**src/rtl/square_recon_pipe.sv**
```systemverilog
// Pipelined square reconstruction: square_o = root_i^2 + rem_i using shift-add over STAGES stages.
// The out-of-range remainder check (rem_i > 2*root_i) is done once at the input and rides along.
module square_recon_pipe #(
  parameter int unsigned STAGES = 4
) (
  input  logic        clk,
  input  logic        rst,
  input  logic        valid_i,
  input  logic [7:0]  root_i,
  input  logic [8:0]  rem_i,
  input  logic        stall_i,
  output logic        valid_o,
  output logic [15:0] square_o,
  output logic        err_o
);

  localparam int unsigned BitsPerStage = 8 / STAGES;

  // Stage registers
  logic        valid_q [STAGES];
  logic [7:0]  root_q  [STAGES];
  logic [15:0] acc_q   [STAGES];
  logic        err_q   [STAGES];

  // Next-state values
  logic        valid_d [STAGES];
  logic [7:0]  root_d  [STAGES];
  logic [15:0] acc_d   [STAGES];
  logic        err_d   [STAGES];

  // Operand presented to each stage: stage 0 from the ports, stage k from stage k-1
  logic        in_valid [STAGES];
  logic [7:0]  in_root  [STAGES];
  logic [15:0] in_acc   [STAGES];
  logic        in_err   [STAGES];

  always_comb begin
    in_valid[0] = valid_i;
    in_root[0]  = root_i;
    in_acc[0]   = {7'd0, rem_i};
    in_err[0]   = rem_i > {root_i, 1'b0};
    for (int k = 1; k < STAGES; k++) begin
      in_valid[k] = valid_q[k-1];
      in_root[k]  = root_q[k-1];
      in_acc[k]   = acc_q[k-1];
      in_err[k]   = err_q[k-1];
    end
  end

  // Each stage consumes its slice of root bits LSB-first, adding root<<j for every set bit j.
  always_comb begin
    logic [7:0]  sel;
    logic [15:0] addend;
    for (int k = 0; k < STAGES; k++) begin
      valid_d[k] = in_valid[k];
      root_d[k]  = in_root[k];
      err_d[k]   = in_err[k];
      acc_d[k]   = in_acc[k];
      sel        = in_root[k] >> (k * BitsPerStage);
      addend     = {8'd0, in_root[k]} << (k * BitsPerStage);
      for (int b = 0; b < BitsPerStage; b++) begin
        if (sel[0]) begin
          acc_d[k] = acc_d[k] + addend;
        end
        sel    = sel >> 1;
        addend = addend << 1;
      end
    end
  end

  // Reset wins over stall; stall freezes every stage at once.
  always_ff @(posedge clk) begin
    if (rst) begin
      for (int k = 0; k < STAGES; k++) begin
        valid_q[k] <= 1'b0;
        root_q[k]  <= 8'd0;
        acc_q[k]   <= 16'd0;
        err_q[k]   <= 1'b0;
      end
    end else if (!stall_i) begin
      for (int k = 0; k < STAGES; k++) begin
        valid_q[k] <= valid_d[k];
        root_q[k]  <= root_d[k];
        acc_q[k]   <= acc_d[k];
        err_q[k]   <= err_d[k];
      end
    end
  end

  always_comb begin
    valid_o  = valid_q[STAGES-1];
    err_o    = valid_q[STAGES-1] & err_q[STAGES-1];
    square_o = (valid_q[STAGES-1] && !err_q[STAGES-1]) ? acc_q[STAGES-1] : 16'd0;
  end

endmodule

```
**config.mk**
```make
export PLATFORM = sky130hd
export DESIGN_NAME = square_recon_pipe
export DESIGN_NICKNAME = d
export VERILOG_FILES = /design/src/rtl/square_recon_pipe.sv
export SDC_FILE = /design/constraint.sdc
export NUM_CORES = 1
export LEC_CHECK = 0
export ABC_AREA = 1
export ABC_CLOCK_PERIOD_IN_PS = 6240
export CAP_MARGIN = 10
export CORE_UTILIZATION = 30
export DETAILED_ROUTE_END_ITERATION = 10
export GPL_TIMING_DRIVEN = 0
export SETUP_SLACK_MARGIN = 0.4
export SYNTH_ARGS = -nofsm -noshare
export SYNTH_HDL_FRONTEND = slang
export SYNTH_SLANG_ARGS = --single-unit
```
**constraint.sdc**
```tcl
create_clock -name clk -period 6.24 [get_ports clk]
set_input_delay 1.248 -clock clk [delete_from_list [all_inputs] [get_ports clk]]
set_output_delay 1.248 -clock clk [all_outputs]
set_load 0.01 [all_outputs]
```
==> results.tsv <==
stage	metric	value	unit
status	outcome	completed	
die	dieArea	23700	um2
logic_synthesis	synthCells	865	
die	die_y	154	um
logic_synthesis	synthArstFlopShare	0	
critical_path	worst-setup-path-type	input pin to flip-flop	
timing	rsz0062_at_grt	false	
critical_path	crit_path_frequent_cell	nand2_1	
timing	fin_crit_sh	0.720	
detailed_routing	drt_iter0_markers	240	
detailed_routing	first_pass_iters	4	
logic_synthesis	syn_area_per_cell	8.01	um2
cells_and_area	final_net_count	1020	
placement	hpwl	11600	um
detailed_routing	vias	5599	
critical_path	worstPathMaxFanout	8	
logic_synthesis	synth_area_leaders	edfxtp_1 (38%), ha_1 (14%), nand2_1 (9.5%), inv_1 (8.8%), nor2_1 (5.2%)	
critical_path	crit_chain	clkdlybuf4s50_1 -> inv_1 -> fa_1 -> inv_1 -> nand2_1 -> nand2_1 -> nand2_1 -> nand2_1 -> nand4_1 -> o211ai_1 -> nand3_1 -> nand2_1 -> inv_1 -> ha_1 -> a21oi_1 -> o21ai_0 -> o21ai_0 -> nand2_1 -> nand2_1 -> nor2_1	
critical_path	crit_family	buffers and inverters	
clock_tree	cts_made_buffers	9	
logic_synthesis	seq_area_frac_synth	0.377	
die	start_util	0.306	
die	core-area	22600	um2
cells_and_area	layout-drive-gt1-share	0.0576	
power_and_ir_drop	intPower	0.00120	W
timing	tns	0	ps
logic_synthesis	postSynthRegisterBits	87	
critical_path	critPathRequiredTime	6350	ps
die	boundaryPins	39	
critical_path	crit_slowest_cell	clkdlybuf4s50_1	
timing	slew_headroom	0.587	
logic_synthesis	synth_top_area_cell	edfxtp_1	
die	row_count	55	
power_and_ir_drop	combPwrFrac	0.268	
cells_and_area	final_cell_mix	nand2_1 (175), inv_1 (162), nor2_1 (96), edfxtp_1 (87), ha_1 (76)	
clock_tree	htree_levels	3	
clock_tree	ctsResizeCount	0	
clock_tree	cts-root-buf	clkbuf_16	
global_routing	antenna_found_initial	0	
power_and_ir_drop	power.switching	0.000551	W
logic_synthesis	syn_area	6930	um2
logic_synthesis	synth_top_cell_area_share	0.377	
timing	fmaxAchievable	223	MHz
placement	io_buffers	38	
cells_and_area	synthToLayoutAreaGrowth	15.7	%
detailed_routing	ant_nets	0	
power_and_ir_drop	clkPwrFrac	0.318	
detailed_routing	wl_per_cell	12.1	um
power_and_ir_drop	leakage	3.78	nW
timing	worst_pin_slew	619	ps
clock_tree	clockBufferDepth	2	
power_and_ir_drop	powerDensity	218	nW/um2
global_routing	grtUsageTotal	0.129	
timing	skew	8.92	ps
critical_path	end_kind	flip-flop	
logic_synthesis	yosys.cell_types.count	42	
critical_path	path_buf_inv	4	
detailed_routing	via_per_inst	4.65	
timing	holdWs	540	ps
power_and_ir_drop	power.total	0.00175	W
detailed_routing	wirelength	14500	um
die	die_w	154	um
power_and_ir_drop	p_sw_frac	0.315	
placement	place.gp.congestion	0.871	
clock_tree	clk_pin_slew	70	ps
global_routing	grt_remaining_overflow	0	
global_routing	grt_pass1_wl	24300	um
critical_path	arrival	4600	ps
power_and_ir_drop	p_seq_frac	0.414	
cells_and_area	mostFrequentLayoutCell	nand2_1	
detailed_routing	drc	0	
timing	fin_crit	4490	ps
global_routing	grt_max_degree	58	
timing	final-max-slew-violation-count	0	
global_routing	grt_pass1_vias	5368	
critical_path	slowest_delay	720	ps
logic_synthesis	syn-num-nets	970	
clock_tree	clock_sinks	87	
logic_synthesis	ys_warn_count	0	
min_path	hold_class	flip-flop to flip-flop	
cells_and_area	n_antenna_cell	0	
clock_tree	hold_buffers	0	
critical_path	start_kind	input pin	
run	max-cap-violations	0	
logic_synthesis	synth_ff_type	edfxtp_1	
timing	setup_viol	0	
clock_tree	cts_tree	done	
timing	hold_viol_final	0	
power_and_ir_drop	ir_drop	0.132	mV
clock_tree	post_cts_buffers	0	
logic_synthesis	synth_edf_count	87	
clock_tree	clk_latency	350	ps
==> final timing paths <==
path                                     from            to  slack, ps  cells past startpoint
worst max-delay path                root_i[1]   acc_q[0][9]       1750                     20
worst min-delay path              acc_q[1][2]   acc_q[2][2]        540                      2
worst max register to register  root_q[0][16]  acc_q[3][15]       2880                     16
worst min register to register    acc_q[1][2]   acc_q[2][2]        540                      2
==> flip-flops by register name (all words and copies together) (netlist names) <==
signal	flops
valid_q	4
root_q	24
acc_q	55
err_q	4
==> cell families (layout without fill, tap and decap cells) <==
family                   Yosys count  in the layout  synth area share
AO/OA/AOI/OAI                    149            149             0.128
XOR/XNOR                          22             22            0.0278
adder cells (fa/ha/maj)           84             84             0.160
buffers and inverters            176            231            0.0960
flip-flops                        87             87             0.377
AND/OR/NAND/NOR                  347            347             0.212
==> worst reg2reg max path, stage by stage, from the launching register on <==
cell	delay (ps)
edfxtp_1	420
ha_1	250
fa_1	410
nand3_1	90
nand2_1	100
nand2_1	90
nand2_1	50
o21ai_0	400
ha_1	370
a21oi_1	190
o21ai_0	90
nor2_1	220
o21ai_1	100
nand2_1	60
nand2_1	60
a21oi_1	120
nor2_1	80
==> synth_stat cells, types with 2 or more instances <==
cell,number
nand2_1,176
inv_1,162
nor2_1,96
edfxtp_1,87
ha_1,76
a21oi_1,60
o21ai_0,37
nand3_1,36
xor2_1,12
xnor2_1,10
fa_1,8
nor3_1,8
o211ai_1,8
or2_2,8
nand4_1,7
o21ai_2,7
o22ai_1,7
nand3b_1,5
o21bai_1,5
a21o_1,4
buf_1,4
buf_2,4
clkbuf_1,4
nand3_2,4
o21a_1,4
o21ai_1,4
nor2_2,3
a21oi_2,2
a22o_1,2
inv_2,2
nor2_4,2
==> power by group through the flow <==
| stage | Combinational (W) | Clock [W] | Sequential (W) |
|---|---|---|---|
| global placement | 0.000457 | 0 | 0.000739 |
| global route | 0.000538 | 0.000591 | 0.000730 |
| floorplan | 0.000359 | 0 | 0.000729 |
| CTS | 0.000472 | 0.000572 | 0.000725 |
| detailed placement | 0.000467 | 0 | 0.000737 |
| finish | 0.000469 | 0.000557 | 0.000724 |
==> per-stage QoR <==
step                      instances  worst slack, ps   util  cell area [um2]
after floorplan                 865             2610      -             6930
after global placement         1188             1420  0.339             7670
after detailed placement       1189             1400  0.340             7700
after CTS                      1205             1760  0.354             8020
after global routing           1205             1480  0.354             8020
final                          1205             1750  0.354             8020
==> final cells by class <==
cell class / count / area, um2
Clock buffer: 9 / 225
Buffer: 12 / 50.0
Inverter: 164 / 616
Tap cell: 285 / 357
Timing Repair Buffer: 39 / 408
Multi-Input combinational cell: 602 / 3660
Fill cell: 2319 / 14600
Sequential cell: 87 / 2610
Clock inverter: 7 / 90.1
==> metal layers <==
metal,share of wire,global-route usage,up-vias
li1,-,-,2958
met1,0.43,0.138,2544
met2,0.52,0.244,80
met3,0.026,0.0265,17
met4,0.021,0.0538,0
met5,0,0,-
Note: power is estimated with default switching activity, not from simulation.
